[config.mk]
export PLATFORM = sky130hd
export DESIGN_NAME = ocm_noise_reader_flat
export DESIGN_NICKNAME = d
export VERILOG_FILES = /design/src/rtl/ocm_noise_reader_pkg.sv /design/src/rtl/ocm_noise_reader_if.sv /design/src/rtl/ocm_noise_reader_word_fifo.sv /design/src/rtl/ocm_noise_reader.sv /design/src/flat_wrapper.sv
export SDC_FILE = /design/constraint.sdc
export NUM_CORES = 1
export LEC_CHECK = 0
export ABC_AREA = 1
export CAP_MARGIN = 20
export CORE_MARGIN = 2
export CORE_UTILIZATION = 59
export DETAILED_ROUTE_END_ITERATION = 10
export MAX_ROUTING_LAYER = met4
export PLACE_DENSITY = 0.78
export SETUP_SLACK_MARGIN = 0.4
export SLEW_MARGIN = 20
export SYNTH_ARGS = -nofsm -noshare
export SYNTH_HDL_FRONTEND = slang
export SYNTH_HIERARCHICAL = 1
export SYNTH_SLANG_ARGS = --single-unit
[constraint.sdc]
create_clock -name clk -period 18 [get_ports clk]
set_clock_uncertainty 0.1 [all_clocks]
set_input_delay 4.5 -clock clk [delete_from_list [all_inputs] [get_ports clk]]
set_output_delay 4.5 -clock clk [all_outputs]
set_load 0.05 [all_outputs]
[src/rtl/ocm_noise_reader_pkg.sv]
// Shared types and default widths for the OCM noise reader.
package ocm_noise_pkg;

  localparam int ADDR_W_DEF     = 14;
  localparam int DATA_W_DEF     = 64;
  localparam int SAMPLE_W_DEF   = 16;
  localparam int ADDR_STEP_DEF  = 2;
  localparam int RD_LATENCY_DEF = 1;
  localparam int FIFO_DEPTH_DEF = 4;

  // Samples carried by one memory word.
  localparam int LANES = DATA_W_DEF / SAMPLE_W_DEF;

  typedef enum logic [1:0] {
    IDLE  = 2'd0,
    FETCH = 2'd1,
    DRAIN = 2'd2
  } noise_rd_state_t;

endpackage

[src/rtl/ocm_noise_reader_if.sv]
// Memory port-2 bus and noise sample stream bundles.

// Read side of the OCM 64-bit port; master = the reader.
interface ocm_mem_if #(
  parameter int ADDR_W = 14,
  parameter int DATA_W = 64
);
  logic [ADDR_W-1:0] address;
  logic              chipselect;
  logic              write;
  logic [DATA_W-1:0] readdata;

  modport master (output address, chipselect, write, input readdata);
  modport slave  (input address, chipselect, write, output readdata);
endinterface

// Valid/ready sample stream; master = the sample source.
interface noise_stream_if #(
  parameter int SAMPLE_W = 16
);
  logic [SAMPLE_W-1:0] data;
  logic                valid;
  logic                ready;

  modport master (output data, valid, input ready);
  modport slave  (input data, valid, output ready);
endinterface

[src/rtl/ocm_noise_reader_word_fifo.sv]
// Small synchronous word FIFO with occupancy count; push and pop may
// happen in the same cycle. DEPTH must be a power of two >= 2.
module ocm_word_fifo #(
  parameter int DATA_W = 64,
  parameter int DEPTH  = 4,
  parameter int CNT_W  = $clog2(DEPTH) + 1
) (
  input  logic              clk,
  input  logic              reset,
  input  logic              push,
  input  logic [DATA_W-1:0] wdata,
  input  logic              pop,
  output logic [DATA_W-1:0] rdata,
  output logic [CNT_W-1:0]  count,
  output logic              empty
);

  localparam int PTR_W = (DEPTH > 1) ? $clog2(DEPTH) : 1;

  logic [DEPTH-1:0][DATA_W-1:0] mem_q, mem_d;
  logic [PTR_W-1:0]             wr_ptr_q, wr_ptr_d;
  logic [PTR_W-1:0]             rd_ptr_q, rd_ptr_d;
  logic [CNT_W-1:0]             count_q, count_d;
  logic                         do_push, do_pop, full;

  assign full    = (count_q == CNT_W'(DEPTH));
  assign do_pop  = pop && (count_q != '0);
  // A full FIFO still takes a push when the head leaves in the same cycle.
  assign do_push = push && (!full || do_pop);

  assign rdata = mem_q[rd_ptr_q];
  assign count = count_q;
  assign empty = (count_q == '0);

  // Next-state for storage, pointers and occupancy.
  always_comb begin
    mem_d    = mem_q;
    wr_ptr_d = wr_ptr_q;
    rd_ptr_d = rd_ptr_q;
    if (do_push) begin
      mem_d[wr_ptr_q] = wdata;
      wr_ptr_d        = wr_ptr_q + PTR_W'(1);
    end
    if (do_pop) rd_ptr_d = rd_ptr_q + PTR_W'(1);
    count_d = count_q + CNT_W'(do_push) - CNT_W'(do_pop);
  end

  // FIFO state registers.
  always_ff @(posedge clk or posedge reset) begin
    if (reset) begin
      mem_q    <= '0;
      wr_ptr_q <= '0;
      rd_ptr_q <= '0;
      count_q  <= '0;
    end else begin
      mem_q    <= mem_d;
      wr_ptr_q <= wr_ptr_d;
      rd_ptr_q <= rd_ptr_d;
      count_q  <= count_d;
    end
  end

endmodule

[src/rtl/ocm_noise_reader.sv]
// Sweeps an address window on OCM port 2, prefetches words into a small
// buffer and streams them out as 16-bit noise samples, lane 0 first.
module ocm_noise_reader
  import ocm_noise_pkg::*;
#(
  parameter int ADDR_W     = ADDR_W_DEF,
  parameter int DATA_W     = DATA_W_DEF,
  parameter int SAMPLE_W   = SAMPLE_W_DEF,
  parameter int ADDR_STEP  = ADDR_STEP_DEF,
  parameter int RD_LATENCY = RD_LATENCY_DEF,
  parameter int FIFO_DEPTH = FIFO_DEPTH_DEF
) (
  input  logic              clk,
  input  logic              reset,
  input  logic              enable,
  input  logic              restart,
  input  logic [ADDR_W-1:0] start_addr,
  input  logic [ADDR_W-1:0] end_addr,
  ocm_mem_if.master         mem,
  noise_stream_if.master    smp,
  output logic              wrap_pulse,
  output logic              busy
);

  localparam int NUM_LANES = DATA_W / SAMPLE_W;
  localparam int LANE_W    = (NUM_LANES > 1) ? $clog2(NUM_LANES) : 1;
  localparam int CNT_W     = $clog2(FIFO_DEPTH) + 1;
  localparam int CRD_W     = CNT_W + 1;

  noise_rd_state_t state_q, state_d;
  logic [ADDR_W-1:0] ptr_q, ptr_d;
  logic [ADDR_W-1:0] addr_q, addr_d;
  logic              cs_q, cs_d;
  logic              wrap_q, wrap_d;
  logic              loaded_q, loaded_d;
  logic [RD_LATENCY:1] vld_pipe_q, vld_pipe_d;
  logic [LANE_W-1:0] lane_q, lane_d;

  logic [CNT_W-1:0]  fifo_count;
  logic              fifo_empty;
  logic [DATA_W-1:0] head_word;
  logic [NUM_LANES-1:0][SAMPLE_W-1:0] head_lanes;
  logic [CRD_W-1:0]  in_flight, credits_used;
  logic              issue, push, pop, accept, last_lane;

  // Reads in flight: the registered strobe plus every stage of the return pipe.
  // The last pipe stage is being pushed this cycle and still holds its credit.
  always_comb begin
    in_flight = CRD_W'(cs_q);
    for (int i = 1; i <= RD_LATENCY; i++) in_flight = in_flight + CRD_W'(vld_pipe_q[i]);
    credits_used = in_flight + CRD_W'(fifo_count);
  end

  // A read issues only while fetching, with a free buffer slot reserved for it.
  assign issue = (state_q == FETCH) && loaded_q && !restart &&
                 (credits_used < CRD_W'(FIFO_DEPTH));

  // Data returns exactly RD_LATENCY cycles after the strobe reaches memory.
  assign push = vld_pipe_q[RD_LATENCY];

  assign head_lanes = head_word;
  assign last_lane  = (lane_q == LANE_W'(NUM_LANES - 1));
  assign accept     = !fifo_empty && smp.ready;
  assign pop        = accept && last_lane;

  // Sequencer next state: FSM, address pointer, read strobe and lane index.
  always_comb begin
    state_d  = state_q;
    ptr_d    = ptr_q;
    addr_d   = addr_q;
    cs_d     = 1'b0;
    wrap_d   = 1'b0;
    loaded_d = 1'b1;
    lane_d   = lane_q;

    vld_pipe_d[1] = cs_q;
    for (int i = 2; i <= RD_LATENCY; i++) vld_pipe_d[i] = vld_pipe_q[i-1];

    case (state_q)
      IDLE:    if (enable) state_d = FETCH;
      FETCH:   if (!enable) state_d = DRAIN;
      DRAIN: begin
        if (enable)               state_d = FETCH;
        else if (in_flight == '0) state_d = IDLE;
      end
      default: state_d = IDLE;
    endcase

    // Restart (and the first cycle out of reset) reloads the pointer and
    // suppresses any issue; buffered and in-flight words are left alone.
    if (!loaded_q || restart) begin
      ptr_d = start_addr;
    end else if (issue) begin
      cs_d   = 1'b1;
      addr_d = ptr_q;
      if (ptr_q == end_addr) begin
        ptr_d  = start_addr;
        wrap_d = 1'b1;
      end else begin
        ptr_d = ptr_q + ADDR_W'(ADDR_STEP);
      end
    end

    if (accept) lane_d = last_lane ? '0 : lane_q + LANE_W'(1);
  end

  // Sequencer registers; all outputs to memory are registered here.
  always_ff @(posedge clk or posedge reset) begin
    if (reset) begin
      state_q    <= IDLE;
      ptr_q      <= '0;
      addr_q     <= '0;
      cs_q       <= 1'b0;
      wrap_q     <= 1'b0;
      loaded_q   <= 1'b0;
      vld_pipe_q <= '0;
      lane_q     <= '0;
    end else begin
      state_q    <= state_d;
      ptr_q      <= ptr_d;
      addr_q     <= addr_d;
      cs_q       <= cs_d;
      wrap_q     <= wrap_d;
      loaded_q   <= loaded_d;
      vld_pipe_q <= vld_pipe_d;
      lane_q     <= lane_d;
    end
  end

  ocm_word_fifo #(
    .DATA_W (DATA_W),
    .DEPTH  (FIFO_DEPTH),
    .CNT_W  (CNT_W)
  ) u_fifo (
    .clk   (clk),
    .reset (reset),
    .push  (push),
    .wdata (mem.readdata),
    .pop   (pop),
    .rdata (head_word),
    .count (fifo_count),
    .empty (fifo_empty)
  );

  assign mem.address    = addr_q;
  assign mem.chipselect = cs_q;
  assign mem.write      = 1'b0;
  assign wrap_pulse     = wrap_q;

  // Samples are raw bits of the head word; forced to zero when nothing is buffered.
  assign smp.valid = !fifo_empty;
  assign smp.data  = fifo_empty ? '0 : head_lanes[lane_q];
  assign busy      = (state_q != IDLE) || !fifo_empty;

endmodule

[src/flat_wrapper.sv]
// flat-port wrapper written by rule: the top's interface ports become plain ports
module ocm_noise_reader_flat import ocm_noise_pkg::*;
#(
  parameter int ADDR_W     = ADDR_W_DEF,
  parameter int DATA_W     = DATA_W_DEF,
  parameter int SAMPLE_W   = SAMPLE_W_DEF,
  parameter int ADDR_STEP  = ADDR_STEP_DEF,
  parameter int RD_LATENCY = RD_LATENCY_DEF,
  parameter int FIFO_DEPTH = FIFO_DEPTH_DEF
)
  (clk, reset, enable, restart, start_addr, end_addr, wrap_pulse, busy, mem_address, mem_chipselect, mem_write, mem_readdata, smp_data, smp_valid, smp_ready);
  ocm_mem_if #(.ADDR_W(ADDR_W), .DATA_W(DATA_W)) mem_i ();
  noise_stream_if #(.SAMPLE_W(SAMPLE_W)) smp_i ();
  input  logic clk;
  input  logic reset;
  input  logic enable;
  input  logic restart;
  input  logic [ADDR_W-1:0] start_addr;
  input  logic [ADDR_W-1:0] end_addr;
  output logic wrap_pulse;
  output logic busy;
  output wire logic [$bits(mem_i.address)-1:0] mem_address;
  output wire logic [$bits(mem_i.chipselect)-1:0] mem_chipselect;
  output wire logic [$bits(mem_i.write)-1:0] mem_write;
  input wire logic [$bits(mem_i.readdata)-1:0] mem_readdata;
  output wire logic [$bits(smp_i.data)-1:0] smp_data;
  output wire logic [$bits(smp_i.valid)-1:0] smp_valid;
  input wire logic [$bits(smp_i.ready)-1:0] smp_ready;
  assign mem_address = mem_i.address;
  assign mem_chipselect = mem_i.chipselect;
  assign mem_write = mem_i.write;
  assign mem_i.readdata = mem_readdata;
  assign smp_data = smp_i.data;
  assign smp_valid = smp_i.valid;
  assign smp_i.ready = smp_ready;
  ocm_noise_reader #(.ADDR_W(ADDR_W), .DATA_W(DATA_W), .SAMPLE_W(SAMPLE_W), .ADDR_STEP(ADDR_STEP), .RD_LATENCY(RD_LATENCY), .FIFO_DEPTH(FIFO_DEPTH)) u_core (.clk(clk), .reset(reset), .enable(enable), .restart(restart), .start_addr(start_addr), .end_addr(end_addr), .mem(mem_i), .smp(smp_i), .wrap_pulse(wrap_pulse), .busy(busy));
endmodule
; After elaboration in Yosys (flattened, before gate mapping)
; Cells that the tools add are included.
[classes]
n_addsub = 8
magnitude_cmp = 5
n_eq_ne = 8
mux = 22
bitwise_logic = 1
n_reduce_logical = 23
[op_table]
columns = op, count
row1 = bitwise mux 256 bit, 1
row2 = binary-select mux 64 bit (select 2 bit), 1
row3 = demux 64 bit (select 2 bit), 1
row4 = two-way mux 64 bit, 2
row5 = two-way mux 14 bit, 3
row6 = binary-select mux 16 bit (select 2 bit), 1
row7 = two-way mux 16 bit, 2
row8 = adder 14 x 2 -> 14 bit (second input constant), 1
row9 = == test 14 bit, 1
row10 = two-way mux 2 bit, 5
row11 = less-than comparator 2 x 3 -> 1 bit (second input constant), 3
row12 = logical AND 1 bit, 8
row13 = adder 2 x 1 -> 2 bit (second input constant), 3
row14 = case mux 2 bit (3 select lines), 1
row15 = two-way mux 1 bit, 5
row16 = adder 4 x 3 -> 4 bit, 1
row17 = == test 2 bit (second input constant), 2
row18 = logical NOT 1 bit, 4
row19 = logical NOT 4 bit, 1
row20 = less-than comparator 4 x 3 -> 1 bit (second input constant), 1
row21 = != test 2 bit (second input constant), 2
row22 = nonzero test 2 bit, 2
row23 = adder 3 x 1 -> 3 bit, 1
row24 = == test 3 bit (second input constant), 1
row25 = other kinds (12), 14
[totals]
ff_bits = 299
input_bits = 97

; Depth between registers and ports, before layout
; Gate-level depths: netlist (run 1).
[logic_depth]
word_depth = 9
mapped_depth = 15
depth_no_buf = 13

; Modules after synthesis
; The synthesis (run 1) kept the hierarchy.
[modules_own_cells]
columns = mod, n_inst, cells_per_inst, area_per_inst_um2
row1 = ocm_word_fifo, 1, 1544, 12809.8
row2 = ocm_noise_reader, 1, 443, 2751.4

; Worst setup path before layout (run 1)
; No wires, ideal clock.
[synth_path]
path_type = flip-flop to output port
start = register u_core.u_fifo.rd_ptr_q[0]
end = output smp_data[10]
t_arrival_ns = 2.122
t_required_ns = 13.400
path_slack_ns = 11.278
stages_incl_launch_ff = 10
path_buffers = 2
cell_sequence = dfrtp_1 > inv_1 > buf_2 > buf_1 > nor2_1 > o22ai_1 > nor2_1 > nor2_1 > o21ai_0 > a21oi_1
[synth_rtl]
columns = item, line_no
row1 = "start, declared", ocm_noise_reader_word_fifo.sv:22  ; logic [PTR_W-1:0] rd_ptr_q, rd_ptr_d;
row2 = "start signal, assigned", ocm_noise_reader_word_fifo.sv:58  ; rd_ptr_q <= rd_ptr_d;
row3 = "end, declared", flat_wrapper.sv:26  ; output wire logic [$bits(smp_i.data)-1:0] smp_data;

==> results of run 1 <==
==> layout make-up <==
cell class	instances	area [um2]
diodes	3	7.51
well taps	335	419
clock buffers	52	1050
multi-input cells	1447	6860
fillers	2151	8290
flip-flops and latches	299	7490
repair buffers	148	1450
clock inverters	9	150
inverters	68	264
==> state kept, by name (all words and copies together) (netlist names), 2 cells and up <==
signal,count
u_core/u_fifo/mem_q,256
u_core/u_fifo/rd_ptr_q,2
u_core/mem.address,14
u_core/u_fifo/wr_ptr_q,2
u_core/lane_q,2
u_core/ptr_q,14
u_core/state_q,2
u_core/u_fifo/count,3
==> worst register-to-register path: cells and delay by family, from the launching register on <==
family                 cells  cell delay, ns
buffers and inverters      2            1.66
DFF                        1            0.82
and+or+nand+nor            3            1.42
==> synth_stat cells, types with 11 or more instances <==
| master | instances |
|---|---|
| inv_1 | 57 |
| dfrtp_1 | 299 |
| o21ai_0 | 165 |
| buf_1 | 15 |
| a21oi_1 | 18 |
| buf_6 | 14 |
| nor2_1 | 206 |
| nand3_1 | 39 |
| o22ai_1 | 64 |
| nand4_1 | 260 |
| o21ai_1 | 14 |
| nand2_1 | 634 |
| buf_8 | 11 |
| ha_1 | 11 |
| clkbuf_1 | 67 |
| buf_2 | 58 |
==> logic make-up (layout without fill, tap and decap cells) <==
family	count (synthesis)	after routing	share of synthesized area (%)
buf+inv	241	277	8.02
compound gates	262	262	8.96
flops	299	299	48.1
simple gates	1160	1160	33.3
xor+xnor	11	11	0.619
other cells	2	5	0.0483
fa+ha+maj	12	12	1.01
==> where the power goes <==
part           switching, mW  total, mW  internal (mW)
Combinational           1.04       1.46          0.423
Sequential             0.164       1.08          0.915
Clock                  0.280      0.741          0.461
Total                   1.49       3.28           1.80
==> layer usage <==
| layer | part of all wire (%) | GRT usage [%] |
|---|---|---|
| met2 | 46 | 52.9 |
| met1 | 40 | 46.9 |
| met4 | 3.9 | 14.2 |
| met3 | 10 | 6.03 |
| met5 | 0 | - |
==> cells in the final DEF (no fill, tap or decap), types with 4 or more instances in the layout <==
cell	instances
a21oi_1	18
buf_4	15
bufinv_16	4
clkbuf_1	8
clkbuf_16	37
clkbuf_8	7
clkdlybuf4s50_1	130
clkinv_2	4
dfrtp_1	296
ha_1	7
ha_2	4
inv_1	54
inv_2	10
nand2_1	634
nand2_2	4
nand3_1	39
nand3_4	4
nand4_1	260
nor2_1	206
o21ai_0	165
o21ai_1	14
o22ai_1	64
xnor2_1	4
xor2_1	7
==> through the flow <==
stage,hold WS (ns),worst slack [ns]
floorplan,0.337,6.16
global placement,0.329,9.76
detailed placement,0.315,9.75
CTS,0.331,9.14
global route,0.337,8.80
finish,0.327,8.99
==> path summary, 6_finish.rpt <==
kind                                      startpoint                  endpoint  slack (ns)  cells after the start
setup / recovery           u_core/u_fifo/rd_ptr_q[0]               smp_data[4]        8.99                      9
hold / removal                 u_core/mem.chipselect               u_core/push        0.33                      0
setup reg to reg                         u_core/push   u_core/u_fifo/mem_q[24]       13.88                      5
hold reg to reg                u_core/mem.chipselect               u_core/push        0.33                      0
max in group asynchronous                      reset  u_core/u_fifo/mem_q[202]       11.35                      4
min in group asynchronous                      reset  u_core/u_fifo/mem_q[225]        4.47                      2
==> impl_metrics.ini, run 1 <==
[clocking]
clk_pin_slew_worst_paths_ns = 0.06
cts_buffer_depth = 3
numClockSinks = 299
cts_resized = 0
cts-htree-levels = 2
ctsRootBufferMaster = clkbuf_16
cts_tree = yes
numCtsBuffers = 34
clkLatencyLatePin_ns = 0.52
postCtsHoldBufs = 0
post-cts-setup-buffers = 0

[outcome]
status = finished, final reports clean

[power_and_ir_drop]
ir_worst_vdd_v = 0.000204
p_leak_nw = 8.87
total_power_mw = 3.28
power.density_mw_per_mm2 = 186

[synth]
synth_top_area_share_pct = 48.1
ys_types = 33
async_reset_ff_share_pct = 100
synth_warnings = 6
synth.net_count = 2096
synth-seq-cells = 299
synth-main-ff-cell = dfrtp_1
synthCells = 1987
yosys-top-cells-area = dfrtp_1, nand2_1, nand4_1, o21ai_0, nor2_1
synth_largest_area_cell = dfrtp_1
syn_area_mm2 = 0.0156
seq_area_frac_synth_pct = 48.1
avgSynthCellArea_um2 = 7.83
synth_edf_count = 0

[sta]
slew_viol_final = 0
fin_setup_tns_ns = 0
hold_violations = 0
rsz0062_at_grt = false
final.min_clock_period_ns = 9.01
tightest_slew_ns = 1.07
fin_crit_sh_pct = 50.1
max_freq_mhz = 111
setup_violations = 0
relSlewSlack_pct = 28.8

[detailed_routing]
wl_per_cell_um = 20.2
dr_total_vias = 14900
wl_mm = 47.6
antenna_left = 0
drtIter0Drc = 2069
via_per_inst = 6.33
drt_first_pass_iters = 8
drc_errors = 0

[place]
placed_area_mm2 = 0.0165
io_buffers = 130
place_congestion = 0.880
dpl.hpwl_mm = 25.8
dpl.cell_count = 2297

[setup_path]
critPathCaptureType = output port
crit_buf_inv = 3
path_class = flop to output port
cp-start-kind = flop
worstPathMaxFanout = 87
slowest_stage = clkdlybuf4s50_1
critPathArrivalTime_ns = 4.41
crit_chain = clkinv_2 > buf_4 > o21ai_0 > o22ai_1 > nor2_1 > nor2_1 > o21ai_0 > a21oi_1 > clkdlybuf4s50_1
crit_required_ns = 13.40
crit_family = buffers and inverters
critPathMaxStageDelay_ns = 0.86

[cells_and_area]
layout.nets = 2107
instances_no_fill = 2361
area_growth_pct = 13.7
final_area_mm2 = 0.0177
post-route-util_pct = 68.1
drive_gt1_share_pct = 5.34

[die]
start_util_pct = 59.9
dieArea_mm2 = 0.0277
core.rowCount = 59
io_pins = 132
fp.dieW_um = 166
die_y_um = 166
core_mm2 = 0.0260

[global_route]
grt_pass1_wl_mm = 76.3
grt_start_max_net_pins = 144
grt_overflow_total = 0
grt.total_usage_pct = 34.9
first_global_vias = 14300
antenna_found_initial = 3

[min_path]
hp-class = flop to flop

[flow_run]
maxCapViolCount = 0
(Power assumes the default switching activity.)
==> inputs of run 2 (changes only) <==
==> constraint.sdc (replaced) <==
create_clock -name clk -period 8.9 [get_ports clk]
set_clock_uncertainty 0.1 [all_clocks]
set_input_delay 2.225 -clock clk [delete_from_list [all_inputs] [get_ports clk]]
set_output_delay 2.225 -clock clk [all_outputs]
set_load 0.05 [all_outputs]
==> run 2 against run 1 <==
Clock-buffer cell count fell by 3. Routed wire length fell by 3.0%. Final cell count fell by 0.17%. Flip-flop and latch count did not move. Worst setup slack got worse by 7.1 ns. Global-route usage fell by 0.87 points. Design area fell by 0.48%. Clock power rose by 84%. Via count fell by 1.8%. Largest cell class unchanged. Combinational power rose by 97%.
==> impl_metrics.ini, run 2 (synthesis results as in run 1) <==
[setup_path]
cp-start-kind = flop
crit_path_start = u_core/u_fifo/rd_ptr_q[0]
path_class = flop to output port
worstPathMaxFanout = 80
crit_required_ns = 6.58
crit_buf_inv = 3
rr_startpoint = u_core/lane_q[1]
critPathCaptureType = output port
critPathArrivalTime_ns = 4.67
critPathMaxStageDelay_ns = 1.04
crit_chain = clkinv_2 > buf_4 > o21ai_0 > o22ai_1 > nor2_1 > nor2_1 > o21ai_0 > a21oi_1 > clkdlybuf4s50_1
crit_family = buffers and inverters
slowest_stage = clkinv_2

[power_and_ir_drop]
p_leak_nw = 8.83
power.density_mw_per_mm2 = 367
total_power_mw = 6.45
ir_worst_vdd_v = 0.000500

[die]
start_util_pct = 59.9
die_y_um = 166
io_pins = 132
dieArea_mm2 = 0.0277
core_mm2 = 0.0260
core.rowCount = 59
fp.dieW_um = 166

[cells_and_area]
multi_input_area_mm2 = 0.00686
largest_register_ffs = 256
post-route-util_pct = 67.8
final_area_mm2 = 0.0176
final_common_cell = nand2_1
area_growth_pct = 13.1
instances_no_fill = 2357
final_cell_mix = nand2_1, dfrtp_1, nand4_1, nor2_1, o21ai_0
fill_cells = 2160
max_flop_register = u_core/u_fifo/mem_q
drive_gt1_share_pct = 5.40
layout.nets = 2105
seq_area_mm2 = 0.00749

[detailed_routing]
drc_errors = 0
drt_first_pass_iters = 6
wl_mm = 46.2
antenna_left = 0
wl_per_cell_um = 19.6
drtIter0Drc = 1925
dr_total_vias = 14700
via_per_inst = 6.22

[clocking]
cts_tree = yes
postCtsHoldBufs = 0
cts_buffer_depth = 3
clk_pin_slew_worst_paths_ns = 0.06
ctsRootBufferMaster = clkbuf_16
numClockSinks = 299
cts-htree-levels = 1
numCtsBuffers = 31
cts_resized = 0
clkLatencyLatePin_ns = 0.57
post-cts-setup-buffers = 0

[sta]
relSlewSlack_pct = 27.1
fin_crit_sh_pct = 78.5
tightest_slew_ns = 1.09
setup_violations = 0
slew_viol_final = 0
final.min_clock_period_ns = 6.99
setup_ws_ns = 1.91
rsz0062_at_grt = false
hold_violations = 0
max_freq_mhz = 143
holdWs_ns = 0.346
fin_setup_tns_ns = 0

[global_route]
antenna_found_initial = 2
grt.total_usage_pct = 34.0
grt_pass1_wl_mm = 74.7
grt_start_max_net_pins = 176
first_global_vias = 14100
grt_overflow_total = 0

[place]
pre_cts_ws_ns = 2.62
dpl.cell_count = 2296
dpl.hpwl_mm = 25.7
place_congestion = 0.884
placed_area_mm2 = 0.0165
io_buffers = 130

[min_path]
hold_start = u_core/mem.chipselect
hp-class = flop to flop

[outcome]
status = finished, final reports clean

[flow_run]
maxCapViolCount = 0
## run 2: layout make-up
class / count / share of cell area (%)
Sequential cell: 299 / 42.5
Multi-Input combinational cell: 1447 / 39.0
Timing Repair Buffer: 149 / 8.46
Clock buffer: 49 / 5.59
Tap cell: 335 / 2.38
Inverter: 68 / 1.48
Clock inverter: 8 / 0.561
Antenna cell: 2 / 0.0284
## run 2: report_power, final
group	total (mW)	internal [mW]	switching, mW
logic	2.88	0.854	2.02
clock network	1.36	0.810	0.546
registers	2.22	1.85	0.373
total	6.45	3.51	2.94
## run 2: final timing paths
kind | end | cells after the start | slack [ns]
min in group asynchronous | u_core/u_fifo/count[1] | 2 | 1.96
setup reg to reg | u_core/u_fifo/count[2] | 12 | 4.85
max in group asynchronous | u_core/u_fifo/mem_q[20] | 4 | 5.38
setup / recovery | smp_data[10] | 9 | 1.91
hold / removal | u_core/push | 0 | 0.35
hold reg to reg | u_core/push | 0 | 0.35
## run 2: worst register-to-register path, delay by kind of cell (launching register included)
kind	cells	cell delay (ns)
adders and majority gates	4	1.20
xor gates and xnor gates	2	0.35
and+or+nand+nor	4	1.31
buffers and inverters	2	0.09
DFF	1	0.92
## run 2: layer usage
layer  up-vias  global-route usage (%)  part of all wire (%)  wire (um)
met5         -                       -                     0          0
met4         0                    13.8                   3.9       1820
met3       118                    6.29                    10       4830
met2       855                    51.4                    46      21300
met1      6971                    45.7                    39      18200
li1       6718                       -                     -          -
